[config.mk]
export PLATFORM = sky130hd
export DESIGN_NAME = fifo_stat
export DESIGN_NICKNAME = d
export VERILOG_FILES = /design/src/rtl/fifo_pkg.sv /design/src/rtl/fifo_mem.sv /design/src/rtl/fifo_stat.sv
export SDC_FILE = /design/constraint.sdc
export NUM_CORES = 1
export LEC_CHECK = 0
export CAP_MARGIN = 20
export CORE_UTILIZATION = 55
export CTS_CLUSTER_SIZE = 10
export DETAILED_ROUTE_END_ITERATION = 12
export PLACE_DENSITY = 0.85
export SLEW_MARGIN = 15
export SYNTH_ARGS = -nofsm -noshare
export SYNTH_HDL_FRONTEND = slang
export SYNTH_SLANG_ARGS = --single-unit
[constraint.sdc]
create_clock -name clk -period 5.9 [get_ports clk]
set_clock_uncertainty 0.2 [all_clocks]
set_input_delay 1.18 -clock clk [delete_from_list [all_inputs] [get_ports clk]]
set_output_delay 1.18 -clock clk [all_outputs]
set_load 0.005 [all_outputs]
[src/rtl/fifo_pkg.sv]
// Shared types and helpers for the fifo_stat queue: read-mode selector and
// count-width calculation.
package fifo_pkg;

    typedef enum logic {
        RD_REG  = 1'b0,
        RD_FWFT = 1'b1
    } rd_mode_e;

    // A counter that must hold 0..depth inclusive needs one more code than depth.
    function automatic int count_width(input int depth);
        return $clog2(depth + 1);
    endfunction

endpackage : fifo_pkg

[src/rtl/fifo_mem.sv]
// Storage array for fifo_stat: synchronous write port, asynchronous read port.
// Contents are undefined until written; the pointer logic guards every read.
module fifo_mem #(
    parameter int DATA_WIDTH = 8,
    parameter int ADDR_WIDTH = 4
) (
    input  logic                  clk,
    input  logic                  we_i,
    input  logic [ADDR_WIDTH-1:0] waddr_i,
    input  logic [DATA_WIDTH-1:0] wdata_i,
    input  logic [ADDR_WIDTH-1:0] raddr_i,
    output logic [DATA_WIDTH-1:0] rdata_o
);

    localparam int DEPTH = 1 << ADDR_WIDTH;

    logic [DATA_WIDTH-1:0] mem_q [DEPTH];

    // NOTE: the array has no reset on purpose; clearing it would turn a plain
    // register file into DEPTH*DATA_WIDTH resettable flops for no functional gain.
    always_ff @(posedge clk) begin
        if (we_i) begin
            mem_q[waddr_i] <= wdata_i;
        end
    end

    assign rdata_o = mem_q[raddr_i];

endmodule : fifo_mem

[src/rtl/fifo_stat.sv]
// Synchronous FIFO with occupancy count, almost-full/empty flags, sticky
// overflow/underflow, synchronous flush and registered or fall-through read.
module fifo_stat
    import fifo_pkg::*;
#(
    parameter int DATA_WIDTH = 8,
    parameter int ADDR_WIDTH = 4,
    parameter int AF_LEVEL   = 12,
    parameter int AE_LEVEL   = 2,
    parameter int FWFT       = 0
) (
    input  logic                  clk,
    input  logic                  reset,
    input  logic                  flush,
    input  logic                  wr,
    input  logic [DATA_WIDTH-1:0] w_data,
    input  logic                  rd,
    output logic [DATA_WIDTH-1:0] r_data,
    output logic                  r_valid,
    output logic                  empty,
    output logic                  full,
    output logic                  almost_empty,
    output logic                  almost_full,
    output logic [ADDR_WIDTH:0]   count,
    output logic                  overflow,
    output logic                  underflow
);

    localparam int       DEPTH   = 1 << ADDR_WIDTH;
    localparam int       CNT_W   = count_width(DEPTH);
    localparam rd_mode_e RD_MODE = (FWFT != 0) ? RD_FWFT : RD_REG;

    localparam logic [ADDR_WIDTH:0]   DEPTH_C = (ADDR_WIDTH + 1)'(DEPTH);
    localparam logic [ADDR_WIDTH:0]   AF_C    = (ADDR_WIDTH + 1)'(AF_LEVEL);
    localparam logic [ADDR_WIDTH:0]   AE_C    = (ADDR_WIDTH + 1)'(AE_LEVEL);
    localparam logic [ADDR_WIDTH:0]   CNT_ONE = (ADDR_WIDTH + 1)'(1);
    localparam logic [ADDR_WIDTH-1:0] PTR_ONE = ADDR_WIDTH'(1);

    if (!(AE_LEVEL >= 0 && AE_LEVEL < AF_LEVEL && AF_LEVEL >= 1 && AF_LEVEL <= DEPTH))
    begin : g_bad_levels
        $error("fifo_stat: need 0 <= AE_LEVEL < AF_LEVEL <= DEPTH");
    end

    if (CNT_W != ADDR_WIDTH + 1) begin : g_bad_count_width
        $error("fifo_stat: count width does not match ADDR_WIDTH+1");
    end

    logic [ADDR_WIDTH:0]   count_q, count_d;
    logic [ADDR_WIDTH-1:0] w_addr_q, w_addr_d;
    logic [ADDR_WIDTH-1:0] r_addr_q, r_addr_d;
    logic                  overflow_q, overflow_d;
    logic                  underflow_q, underflow_d;
    logic                  push, pop;
    logic [DATA_WIDTH-1:0] mem_rdata;

    assign empty        = (count_q == '0);
    assign full         = (count_q == DEPTH_C);
    assign almost_empty = (count_q <= AE_C);
    assign almost_full  = (count_q >= AF_C);
    assign count        = count_q;
    assign overflow     = overflow_q;
    assign underflow    = underflow_q;

    // A read frees a slot in the same edge, so a full FIFO still takes a write
    // when it is also being read. Flush suppresses both transfers.
    assign pop  = rd & ~empty & ~flush;
    assign push = wr & (~full | pop) & ~flush;

    // NOTE: every signal driven here gets its default first, so no path can
    // leave it unassigned and infer a latch.
    always_comb begin
        count_d     = count_q;
        w_addr_d    = w_addr_q;
        r_addr_d    = r_addr_q;
        overflow_d  = overflow_q;
        underflow_d = underflow_q;

        if (flush) begin
            count_d     = '0;
            w_addr_d    = '0;
            r_addr_d    = '0;
            overflow_d  = 1'b0;
            underflow_d = 1'b0;
        end else begin
            if (push) begin
                w_addr_d = w_addr_q + PTR_ONE;
            end
            if (pop) begin
                r_addr_d = r_addr_q + PTR_ONE;
            end
            if (push && !pop) begin
                count_d = count_q + CNT_ONE;
            end else if (pop && !push) begin
                count_d = count_q - CNT_ONE;
            end
            if (wr && full && !pop) begin
                overflow_d = 1'b1;
            end
            if (rd && empty) begin
                underflow_d = 1'b1;
            end
        end
    end

    // NOTE: state registers use non-blocking assignments so every flop samples
    // the pre-edge values regardless of statement order.
    always_ff @(posedge clk or negedge reset) begin
        if (!reset) begin
            count_q     <= '0;
            w_addr_q    <= '0;
            r_addr_q    <= '0;
            overflow_q  <= 1'b0;
            underflow_q <= 1'b0;
        end else begin
            count_q     <= count_d;
            w_addr_q    <= w_addr_d;
            r_addr_q    <= r_addr_d;
            overflow_q  <= overflow_d;
            underflow_q <= underflow_d;
        end
    end

    fifo_mem #(
        .DATA_WIDTH(DATA_WIDTH),
        .ADDR_WIDTH(ADDR_WIDTH)
    ) u_mem (
        .clk    (clk),
        .we_i   (push),
        .waddr_i(w_addr_q),
        .wdata_i(w_data),
        .raddr_i(r_addr_q),
        .rdata_o(mem_rdata)
    );

    if (RD_MODE == RD_REG) begin : g_rd_reg
        logic [DATA_WIDTH-1:0] r_data_q, r_data_d;
        logic                  r_valid_q, r_valid_d;

        assign r_valid_d = pop;
        assign r_data_d  = pop ? mem_rdata : r_data_q;

        always_ff @(posedge clk or negedge reset) begin
            if (!reset) begin
                r_data_q  <= '0;
                r_valid_q <= 1'b0;
            end else begin
                r_data_q  <= r_data_d;
                r_valid_q <= r_valid_d;
            end
        end

        assign r_data  = r_data_q;
        assign r_valid = r_valid_q;
    end else begin : g_rd_fwft
        // Masking on empty keeps never-written memory off the output.
        assign r_valid = ~empty;
        assign r_data  = empty ? '0 : mem_rdata;
    end

endmodule : fifo_stat

==> flow_summary.yaml <==
route:
  vias_per_cell: 6.11
  post-route-drc-count: 0
  ant_nets: 0
  initial_drt_markers: 240
  routed-via-count: 3271
  routed_wire_length_per_instance_um: 22.1
  detailedRoute.firstPassIterationCount: 5
  totalWireLength_mm: 11.8
power_and_ir_drop:
  worst_ir_drop_on_vdd_mv: 0.242
  p_leak_nw: 2.42
  power_density_nw_per_um2: 401
setup_path:
  worst-path-buf-inv: 1
  critPathKind: "in2reg"
  worst-r2r-cell-count: 8
  critical_path.reg2reg.startpoint: "count[1]"
  timing_endpoint_of_the_critical_path: "count[4]"
  crit_path_max_incr_delay_ps: 660
  end_kind: "flop"
  cp_cell_sequence: "clkdlybuf4s50_1 -> nor2b_1 -> o31a_1 -> nand3b_1 -> fa_1 -> a21o_1 -> a2111oi_0 -> a211o_1 -> a31oi_1"
  cpMaxStageDelayCell: "sky130_fd_sc_hd__clkdlybuf4s50_1"
  critical_path.max_fanout: 9
  worst-endpoint-arrival_ps: 4310
  critical_path.startpoint: "rd"
  cp_data_required_time_ps: 5990
  r2r_setup_slack_ps: 2540
  critical_path_depth: 9
  critical_path.top_delay_family: "compound AO/OA/AOI/OAI gates"
  crit-reg2reg-capture: "count[4]"
  cp-start-kind: "input port"
cells_and_area:
  layout.filler_cells: 713
  final_cell_mix: "128 x sky130_fd_sc_hd__edfxtp_1, 32 x sky130_fd_sc_hd__mux4_2, 31 x sky130_fd_sc_hd__clkdlybuf4s50_1"
  antenna_cells: 0
  layout.cells.most_common: "sky130_fd_sc_hd__edfxtp_1"
  final_area_um2: 7240
  post_route_cells_drive_above_1_share_pct: 18.7
  area_growth_pct: 15.4
  finish.net_count: 405
global_routing:
  grt-ovfl-total: 0
  antenna_violations_before_repair: 0
  vias_in_the_first_global_route: 3285
  first_pass_grt_wire_length_mm: 18.2
  pin_count_of_the_biggest_net_entering_global_routing: 35
  grt_usage_pct: 22.6
placement:
  dpl_cell_area_um2: 6690
  place_hpwl_mm: 7.29
  buffer_ports.inserted: 32
  gpl_congestion: 0.862
  place_ws_ps: 1320
clock_tree:
  tritoncts_clock_tree: "built"
  clock_sink_count: 152
  cts-root-buf: "sky130_fd_sc_hd__clkbuf_16"
  cts.repair.resized: 0
  cts-hold-fix-buffers: 0
  clk_pin_slew_ps: 60
  cts_post_setup_buffers_inserted: 0
  htree_num_levels: 4
  tritoncts.num_buffers: 17
  ctsLongestPathBuffers: 2
  clock_insertion_delay_worst_skew_ps: 420
timing:
  finalHoldViolations: 0
  drv_slew: 0
  max_freq_mhz: 237
  layout_min_cycle_time_ps: 4220
  grt_setup_unrepaired: "no"
  max_slew.worst_pin.slew_ps: 1180
  finalSetupTns_ps: 0
  timing.slew.headroom_pct: 21.3
  finalCritPeriodShare_pct: 71.5
  setup_violations: 0
  final.setup.worst_slack_ps: 1680
synthesis:
  synth-xor-area-share_pct: 0.838
  syn-cell-area_um2: 6270
  avgSynthCellArea_um2: 18.0
  yosys.area_share.adder_pct: 2.11
  synth_compound_area_share_pct: 3.91
  count_of_state_elements_after_synthesis: 152
  ys_async_sr_fraction_pct: 15.8
  synth_simple_gate_area_share_pct: 5.05
  yosysWarningCount: 0
  synth.yosys.seq_area_share_pct: 70.9
  yosys.cell_types.count: 38
  number_of_synthesized_flops_with_an_enable_pin: 128
  synth_cells: 348
  syn-num-nets: 371
  yosys_most_used_dff: "sky130_fd_sc_hd__edfxtp_1"
  synth_mux_area_share_pct: 15.3
  main_combinational_cell_family_by_area_after_synthesis: "multiplexers"
die:
  die_y_um: 109
  dieArea_um2: 11800
  rows: 38
  core_area_um2: 11000
  ios: 33
  floorplan.initialDensity_pct: 57.1
  dieWidth_um: 109
outcome:
  outcome: "complete, no violations"
job:
  max_capacitance_violation_total: 0
hold_path:
  worst_hold_path_type: "reg2reg"
## power by group
group	internal (mW)	switching (mW)
registers	1.23	0.107
logic	0.312	0.253
clock network	0.582	0.427
total	2.12	0.787
## routing by layer
metal  global-route usage [%]  part of all wire [%]
met3                     7.35                   6.4
met4                     9.17                   2.1
met1                     29.3                    42
met5                        0                     0
met2                     35.6                    50
## stage by stage
| stage | instances | power, mW | utilization (%) | hold WS [ps] |
|---|---|---|---|---|
| after floorplan | 348 | 1.69 | - | 280 |
| after detailed placement | 503 | 1.92 | 60.9 | 287 |
| after global routing | 535 | 3.03 | 65.9 | 322 |
| after CTS | 535 | 2.93 | 66.0 | 300 |
| final | 535 | 2.91 | 65.9 | 295 |
| after global placement | 503 | 1.89 | 60.9 | 286 |
## layout make-up
class / count / area (µm²) / area share [%]
flip-flops and latches: 152 / 4450 / 61.4
clock inverters: 14 / 126 / 1.75
repair buffers: 34 / 330 / 4.56
well taps: 140 / 175 / 2.42
multi-input cells: 170 / 1710 / 23.6
clock buffers: 18 / 429 / 5.93
inverters: 7 / 26.3 / 0.363
## worst reg2reg max path, stage by stage (launching register included)
cell and delay (ps):
sky130_fd_sc_hd__dfrtp_1 470, sky130_fd_sc_hd__or4_4 630, sky130_fd_sc_hd__o31a_1 440, sky130_fd_sc_hd__nand3b_1 290, sky130_fd_sc_hd__ha_1 310, sky130_fd_sc_hd__a21o_1 180, sky130_fd_sc_hd__a2111oi_0 460, sky130_fd_sc_hd__a211o_1 170
sky130_fd_sc_hd__a31oi_1 80
## Yosys cell counts, types with 3 or more instances
master | instances | area, µm²
sky130_fd_sc_hd__a21oi_1 | 6 | 30.0
sky130_fd_sc_hd__mux2i_1 | 19 | 190
sky130_fd_sc_hd__xnor2_1 | 3 | 26.3
sky130_fd_sc_hd__mux2_1 | 3 | 33.8
sky130_fd_sc_hd__mux4_2 | 32 | 721
sky130_fd_sc_hd__dfrtp_1 | 24 | 601
sky130_fd_sc_hd__inv_1 | 7 | 26.3
sky130_fd_sc_hd__edfxtp_1 | 128 | 3840
sky130_fd_sc_hd__nand3_1 | 5 | 25.0
sky130_fd_sc_hd__ha_1 | 9 | 113
sky130_fd_sc_hd__nand2_1 | 17 | 63.8
sky130_fd_sc_hd__buf_2 | 7 | 35.0
sky130_fd_sc_hd__a2111oi_0 | 3 | 26.3
sky130_fd_sc_hd__or3_1 | 3 | 18.8
sky130_fd_sc_hd__nor2b_1 | 3 | 18.8
sky130_fd_sc_hd__o221ai_1 | 8 | 70.1
sky130_fd_sc_hd__o21ai_0 | 3 | 15.0
sky130_fd_sc_hd__nor2_1 | 30 | 113
sky130_fd_sc_hd__xor2_1 | 3 | 26.3
sky130_fd_sc_hd__or2_2 | 3 | 18.8
sky130_fd_sc_hd__clkbuf_1 | 8 | 30.0
## registers in the layout (all words and copies together), names as in the netlist
signal       cells
count            5
overflow         1
r_addr_q         4
r_data           8
r_valid          1
u_mem.mem_q    128
underflow        1
w_addr_q         4
## how the worst min path moves through the flow
| stage | startpoint | endpoint | slack (ps) | depth (start not counted) |
|---|---|---|---|---|
| after floorplan | r_data[0] | r_data[0] | 280 | 2 |
| after global placement | underflow | underflow | 290 | 2 |
| after detailed placement | overflow | overflow | 290 | 2 |
| after CTS | overflow | overflow | 300 | 2 |
| after global routing | underflow | underflow | 320 | 2 |
| final | underflow | underflow | 300 | 2 |
## cells by family after synthesis
family,Yosys count
muxes,55
AOI/OAI and AO/OA,32
and+or+nand+nor,67
DFF,152
xor gates and xnor gates,6
buffers and inverters,26
adders and majority gates,10
Note: power is estimated with default switching activity, not from simulation.
